**config.mk**
```make
export PLATFORM = sky130hd
export DESIGN_NAME = piso_shift_transmitter_flat
export DESIGN_NICKNAME = d
export VERILOG_FILES = /design/src/rtl/piso_shift_transmitter_if.sv /design/src/rtl/piso_shift_transmitter.sv /design/src/flat_wrapper.sv
export SDC_FILE = /design/constraint.sdc
export NUM_CORES = 1
export LEC_CHECK = 0
export BUFFER_PORTS_ARGS = -buffer_cell sky130_fd_sc_hd__clkbuf_2
export CORE_AREA = 2 2 40 42
export DETAILED_ROUTE_END_ITERATION = 7
export DIE_AREA = 0 0 42 44
export PLACE_DENSITY = 0.68
export SLEW_MARGIN = 20
export SYNTH_ARGS = -nofsm -noshare
export SYNTH_HDL_FRONTEND = slang
export SYNTH_SLANG_ARGS = --single-unit
```
**constraint.sdc**
```tcl
create_clock -name clk -period 1.8 [get_ports clk]
set_input_delay 0.36 -clock clk [delete_from_list [all_inputs] [get_ports clk]]
set_output_delay 0.36 -clock clk [all_outputs]
set_load 0.02 [all_outputs]
```
**src/rtl/piso_shift_transmitter_if.sv**
```systemverilog
// Parallel-load / serial-out bus for piso_shift_transmitter.
// The master drives a word in; the slave shifts it out MSB first.
interface piso_shift_transmitter_if #(
  parameter int WIDTH = 8
);
  logic [WIDTH-1:0] din;
  logic             load_valid;
  logic             load_ready;
  logic             so;
  logic             so_valid;
  logic             last;
  logic             busy;

  modport master (
    output din, load_valid,
    input  load_ready, so, so_valid, last, busy
  );

  modport slave (
    input  din, load_valid,
    output load_ready, so, so_valid, last, busy
  );
endinterface

```
**src/rtl/piso_shift_transmitter.sv**
```systemverilog
// Parallel-in serial-out transmitter: captures a WIDTH-bit word and emits it MSB first.
// Define PISO_PARITY_EN to append one even-parity bit to every frame.
module piso_shift_transmitter #(
  parameter int WIDTH = 8
) (
  input  logic                       clk,
  input  logic                       rst,
  piso_shift_transmitter_if.slave    bus
);

  localparam int CW = (WIDTH > 1) ? $clog2(WIDTH) : 1;
  typedef logic [CW-1:0] cnt_t;
  localparam cnt_t LAST_CNT = cnt_t'(WIDTH - 1);

`ifdef PISO_PARITY_EN
  typedef enum logic [1:0] {IDLE, SHIFT, PARITY} state_e;
`else
  typedef enum logic {IDLE, SHIFT} state_e;
`endif

  state_e           state_q, state_d;
  logic [WIDTH-1:0] sr_q, sr_d;
  cnt_t             cnt_q, cnt_d;
`ifdef PISO_PARITY_EN
  logic             parity_q, parity_d;
`endif

  logic so_c, so_valid_c, last_c, ready_c, accept_c;

  // NOTE: every variable gets a default before the case so no path leaves it unassigned (no latches).
  always_comb begin
    state_d    = state_q;
    sr_d       = sr_q;
    cnt_d      = cnt_q;
`ifdef PISO_PARITY_EN
    parity_d   = parity_q;
`endif
    so_c       = 1'b0;
    so_valid_c = 1'b0;
    last_c     = 1'b0;

    unique case (state_q)
      IDLE: ;
      SHIFT: begin
        so_c       = sr_q[WIDTH-1];
        so_valid_c = 1'b1;
        sr_d       = {sr_q[WIDTH-2:0], 1'b0};
        cnt_d      = cnt_q + cnt_t'(1);
        if (cnt_q == LAST_CNT) begin
          cnt_d = '0;
`ifdef PISO_PARITY_EN
          state_d = PARITY;
`else
          last_c  = 1'b1;
          state_d = IDLE;
`endif
        end
      end
`ifdef PISO_PARITY_EN
      PARITY: begin
        so_c       = parity_q;
        so_valid_c = 1'b1;
        last_c     = 1'b1;
        state_d    = IDLE;
      end
`endif
      default: state_d = IDLE;
    endcase

    // A load in the last cycle overrides the end-of-frame transition, giving gapless frames.
    ready_c  = (state_q == IDLE) || last_c;
    accept_c = bus.load_valid && ready_c;
    if (accept_c) begin
      state_d  = SHIFT;
      sr_d     = bus.din;
      cnt_d    = '0;
`ifdef PISO_PARITY_EN
      parity_d = ^bus.din;
`endif
    end
  end

  // NOTE: sequential state uses non-blocking assignments so all registers update together.
  always_ff @(posedge clk) begin
    if (rst) begin
      state_q  <= IDLE;
      sr_q     <= '0;
      cnt_q    <= '0;
`ifdef PISO_PARITY_EN
      parity_q <= 1'b0;
`endif
    end else begin
      state_q  <= state_d;
      sr_q     <= sr_d;
      cnt_q    <= cnt_d;
`ifdef PISO_PARITY_EN
      parity_q <= parity_d;
`endif
    end
  end

  assign bus.so         = so_c;
  assign bus.so_valid   = so_valid_c;
  assign bus.last       = last_c;
  assign bus.load_ready = ready_c;
  assign bus.busy       = (state_q != IDLE);

endmodule

```
**src/flat_wrapper.sv**
```systemverilog
// flat-port wrapper written by rule: the top's interface ports become plain ports
module piso_shift_transmitter_flat 
#(
  parameter int WIDTH = 8
)
  (clk, rst, bus_din, bus_load_valid, bus_load_ready, bus_so, bus_so_valid, bus_last, bus_busy);
  piso_shift_transmitter_if #(.WIDTH(WIDTH)) bus_i ();
  input  logic clk;
  input  logic rst;
  input wire logic [$bits(bus_i.din)-1:0] bus_din;
  input wire logic [$bits(bus_i.load_valid)-1:0] bus_load_valid;
  output wire logic [$bits(bus_i.load_ready)-1:0] bus_load_ready;
  output wire logic [$bits(bus_i.so)-1:0] bus_so;
  output wire logic [$bits(bus_i.so_valid)-1:0] bus_so_valid;
  output wire logic [$bits(bus_i.last)-1:0] bus_last;
  output wire logic [$bits(bus_i.busy)-1:0] bus_busy;
  assign bus_i.din = bus_din;
  assign bus_i.load_valid = bus_load_valid;
  assign bus_load_ready = bus_i.load_ready;
  assign bus_so = bus_i.so;
  assign bus_so_valid = bus_i.so_valid;
  assign bus_last = bus_i.last;
  assign bus_busy = bus_i.busy;
  piso_shift_transmitter #(.WIDTH(WIDTH)) u_core (.clk(clk), .rst(rst), .bus(bus_i));
endmodule
```
==> key figures <==
Detailed routing
  – WL met3: 47 um
  – Antenna Nets Post-Route: 0
  – DRT iter0 DRCs: 1
  – Final WL: 1.20 mm
  – Residual DRC: 0
  – DR top layer: met3
  – DRT Pass-1 Iters: 2
  – Vias: 515
  – Met2 WL: 571 um
  – Vias per inst: 5.36
  – Metal-1 WL: 581 um
  – Avg WL per Cell: 12.5 um

Floorplan
  – Die ar.: 0.00185 mm^2
  – Die W: 42 um
  – I/O pins: 16
  – Starting Density: 0.437
  – Std-Cell Core Area: 0.00142 mm^2
  – Num rows: 14
  – Die Height: 44 um

Worst setup path
  – Crit-path slowest cell: dfxtp_1
  – Reg2Reg Setup Slack: 390 ps
  – Reg2reg end: u_core.sr_q[2]$_SDFFE_PP0P_
  – CP Launch Type: flop
  – Crit path DAT: 1340 ps
  – Worst Setup SP: u_core.cnt_q[0]$_SDFFE_PP0P_
  – CP Cell Sequence: ha_2 > ha_2 > nor2b_4 > inv_4 > buf_4
  – R2R Path Start: u_core.cnt_q[0]$_SDFFE_PP0P_
  – Reg2Reg Depth: 6
  – Crit Path Category: flop to output pin
  – Cell mode on critical path: ha_2
  – CP Capture Type: output pin
  – Crit path largest cell delay: 320 ps
  – Worst Setup EP: bus_load_ready
  – Required time of the critical path: 1440 ps
  – CP max FO: 11

Pwr
  – Internal: 0.000414 W
  – NetSw: 0.000162 W
  – Seq pwr share: 0.521
  – Pwr Density: 807 mW/mm^2
  – Maximum vdd drop: 0.494 mV
  – Clock power share: 0.282
  – Comb pwr share: 0.197
  – Total power: 0.000576 W
  – Switching Fraction: 0.281
  – Leak: 0.299 nW

Clock network
  – H-Tree Level Count: 1
  – Bufs on Longest Clock Path: 2
  – CTS tree: yes
  – CTS buffer count: 3
  – Clock transition at path regs: 70 ps
  – Root Driver: clkbuf_4
  – Hold_buf cts: 0
  – Post-CTS setup buffer count: 0
  – Worst skew pair latency: 270 ps
  – CTS sink count: 12

Place
  – Placed cell areas: 683 um^2
  – Gpl congestion: 0.703
  – Hpwl dp: 835 um
  – IO buf count: 15
  – Placed cell count: 93

GRT
  – Largest net degree at the start of global routing: 16
  – All-layer global routing usage: 0.147
  – Initial antenna violation count: 0
  – Remaining Overflow, GRT: 0
  – Number of global-route vias before repair: 441
  – First-pass GRT wire length: 1.97 mm

Final layout
  – Layout cells sized above 1: 0.338
  – Final instance area: 713 um^2
  – Area Overhead vs Synth: 14.9%
  – ANT cells: 0
  – Nets: 96
  – Finished Core Util: 0.503
  – Most common cell after layout, fill and taps aside: clkbuf_2
  – Fill cells: 146
  – Finished Layout Cells: 96
  – Most frequent cells in the layout: clkbuf_2 (14), dfxtp_1 (12), nor2_1 (11)

Synthesis
  – Count of cell types in the netlist: 21
  – Synthesized netlist cell count: 67
  – Seq cells post-synth: 12
  – Syn Nets: 81
  – Syn Area/Cell: 9.26 um^2
  – Cell area after synthesis: 621 um^2
  – Sequential fraction of the synthesis area: 0.387
  – Yosys synthesis warning count: 0

STA
  – Fmax: 587 MHz
  – Worst relative slew slack: 0.740
  – RSZ-0062 raised after global routing: false
  – Final hold vios: 0
  – Crit path time final: 1700 ps
  – Period utilisation layout: 0.946
  – Slew Limit Fails: 0
  – Final setup viols: 0
  – Final setup TNS: 0 ps
  – Clock skew: 4.69 ps
  – Worst Tran Pin Value: 389 ps

Outcome
  – Status: completed

Run
  – # Max-Cap Violations: 0

Worst hold path
  – Worst Hold Class: input pin to flop
-- layer usage --
metal  GRT usage  up-vias
li1            -      270
met1       0.181      235
met2       0.219       10
met3      0.0625        0
met4      0.0774        0
met5           0        -
-- power by group through the flow --
stage / combinational, W / sequential, W / clock [W]
after detailed placement: 0.000112 / 0.000306 / 0
after CTS: 0.000113 / 0.000300 / 0.000169
after global placement: 0.000111 / 0.000305 / 0
final: 0.000113 / 0.000300 / 0.000163
after global routing: 0.000124 / 0.000303 / 0.000184
after floorplan: 0.0000884 / 0.000305 / 0
-- cells by family after synthesis --
group | Yosys count | synth area share
simple gates | 31 | 0.294
flops | 12 | 0.387
compound gates | 11 | 0.139
buf+inv | 8 | 0.0867
fa+ha+maj | 3 | 0.0605
mux | 2 | 0.0323
-- worst min path at each step --
stage / startpoint / to / slack, ps / depth (start not counted)
floorplan: rst / u_core.sr_q[1]$_SDFFE_PP0P_ / 440 / 1
finish: bus_load_valid / u_core.cnt_q[2]$_SDFFE_PP0P_ / 360 / 2
global placement: u_core.sr_q[0]$_SDFFE_PP0P_ / u_core.sr_q[0]$_SDFFE_PP0P_ / 480 / 2
detailed placement: u_core.sr_q[4]$_SDFFE_PP0P_ / u_core.sr_q[4]$_SDFFE_PP0P_ / 480 / 2
CTS: bus_load_valid / u_core.cnt_q[2]$_SDFFE_PP0P_ / 350 / 2
global route: bus_load_valid / u_core.cnt_q[2]$_SDFFE_PP0P_ / 360 / 2
-- worst max-delay path, delay by kind of cell (launching register included) --
family	cells	cell delay [ps]
buf+inv	2	240
fa+ha+maj	2	380
flops	1	320
simple gates	1	140
-- synth_stat cells, drive strengths merged --
library cell	number	share of area
nor2	12	0.077
inv	1	0.010
clkbuf	2	0.012
buf	5	0.065
ha	3	0.060
and2	2	0.020
mux2i	2	0.032
dfxtp	12	0.39
a21oi	1	0.0081
nor3b	7	0.085
a22oi	1	0.012
nor2b	2	0.032
a211oi	8	0.10
nor4	7	0.071
a32oi	1	0.014
or2	1	0.010
-- sequential cells by signal (all words and copies together) (netlist names) --
register         flops
u_core.cnt_q         3
u_core.sr_q          8
u_core.bus.busy      1
-- metrics by stage --
stage               hold slack (ps)  setup slack [ps]
global route                    364              26.8
CTS                             352              12.5
finish                          362              96.6
floorplan                       438               253
detailed placement              484               317
global placement                483               340
-- cell type report --
| cell class | instances | area (um^2) | share of cell area |
|---|---|---|---|
| Clock buffer | 3 | 22.5 | 0.0316 |
| Inverter | 1 | 6.26 | 0.00877 |
| Multi-Input combinational cell | 47 | 332 | 0.465 |
| Timing Repair Buffer | 17 | 92.6 | 0.130 |
| Tap cell | 16 | 20.0 | 0.0281 |
| Sequential cell | 12 | 240 | 0.337 |
-- what timing repair did --
item | CTS | global route
resized for setup | 0 | 4
endpoints found under the setup margin | 0 | 1
endpoints found under the hold margin | 0 | 0
No activity file was read; power rests on OpenSTA's default activity.
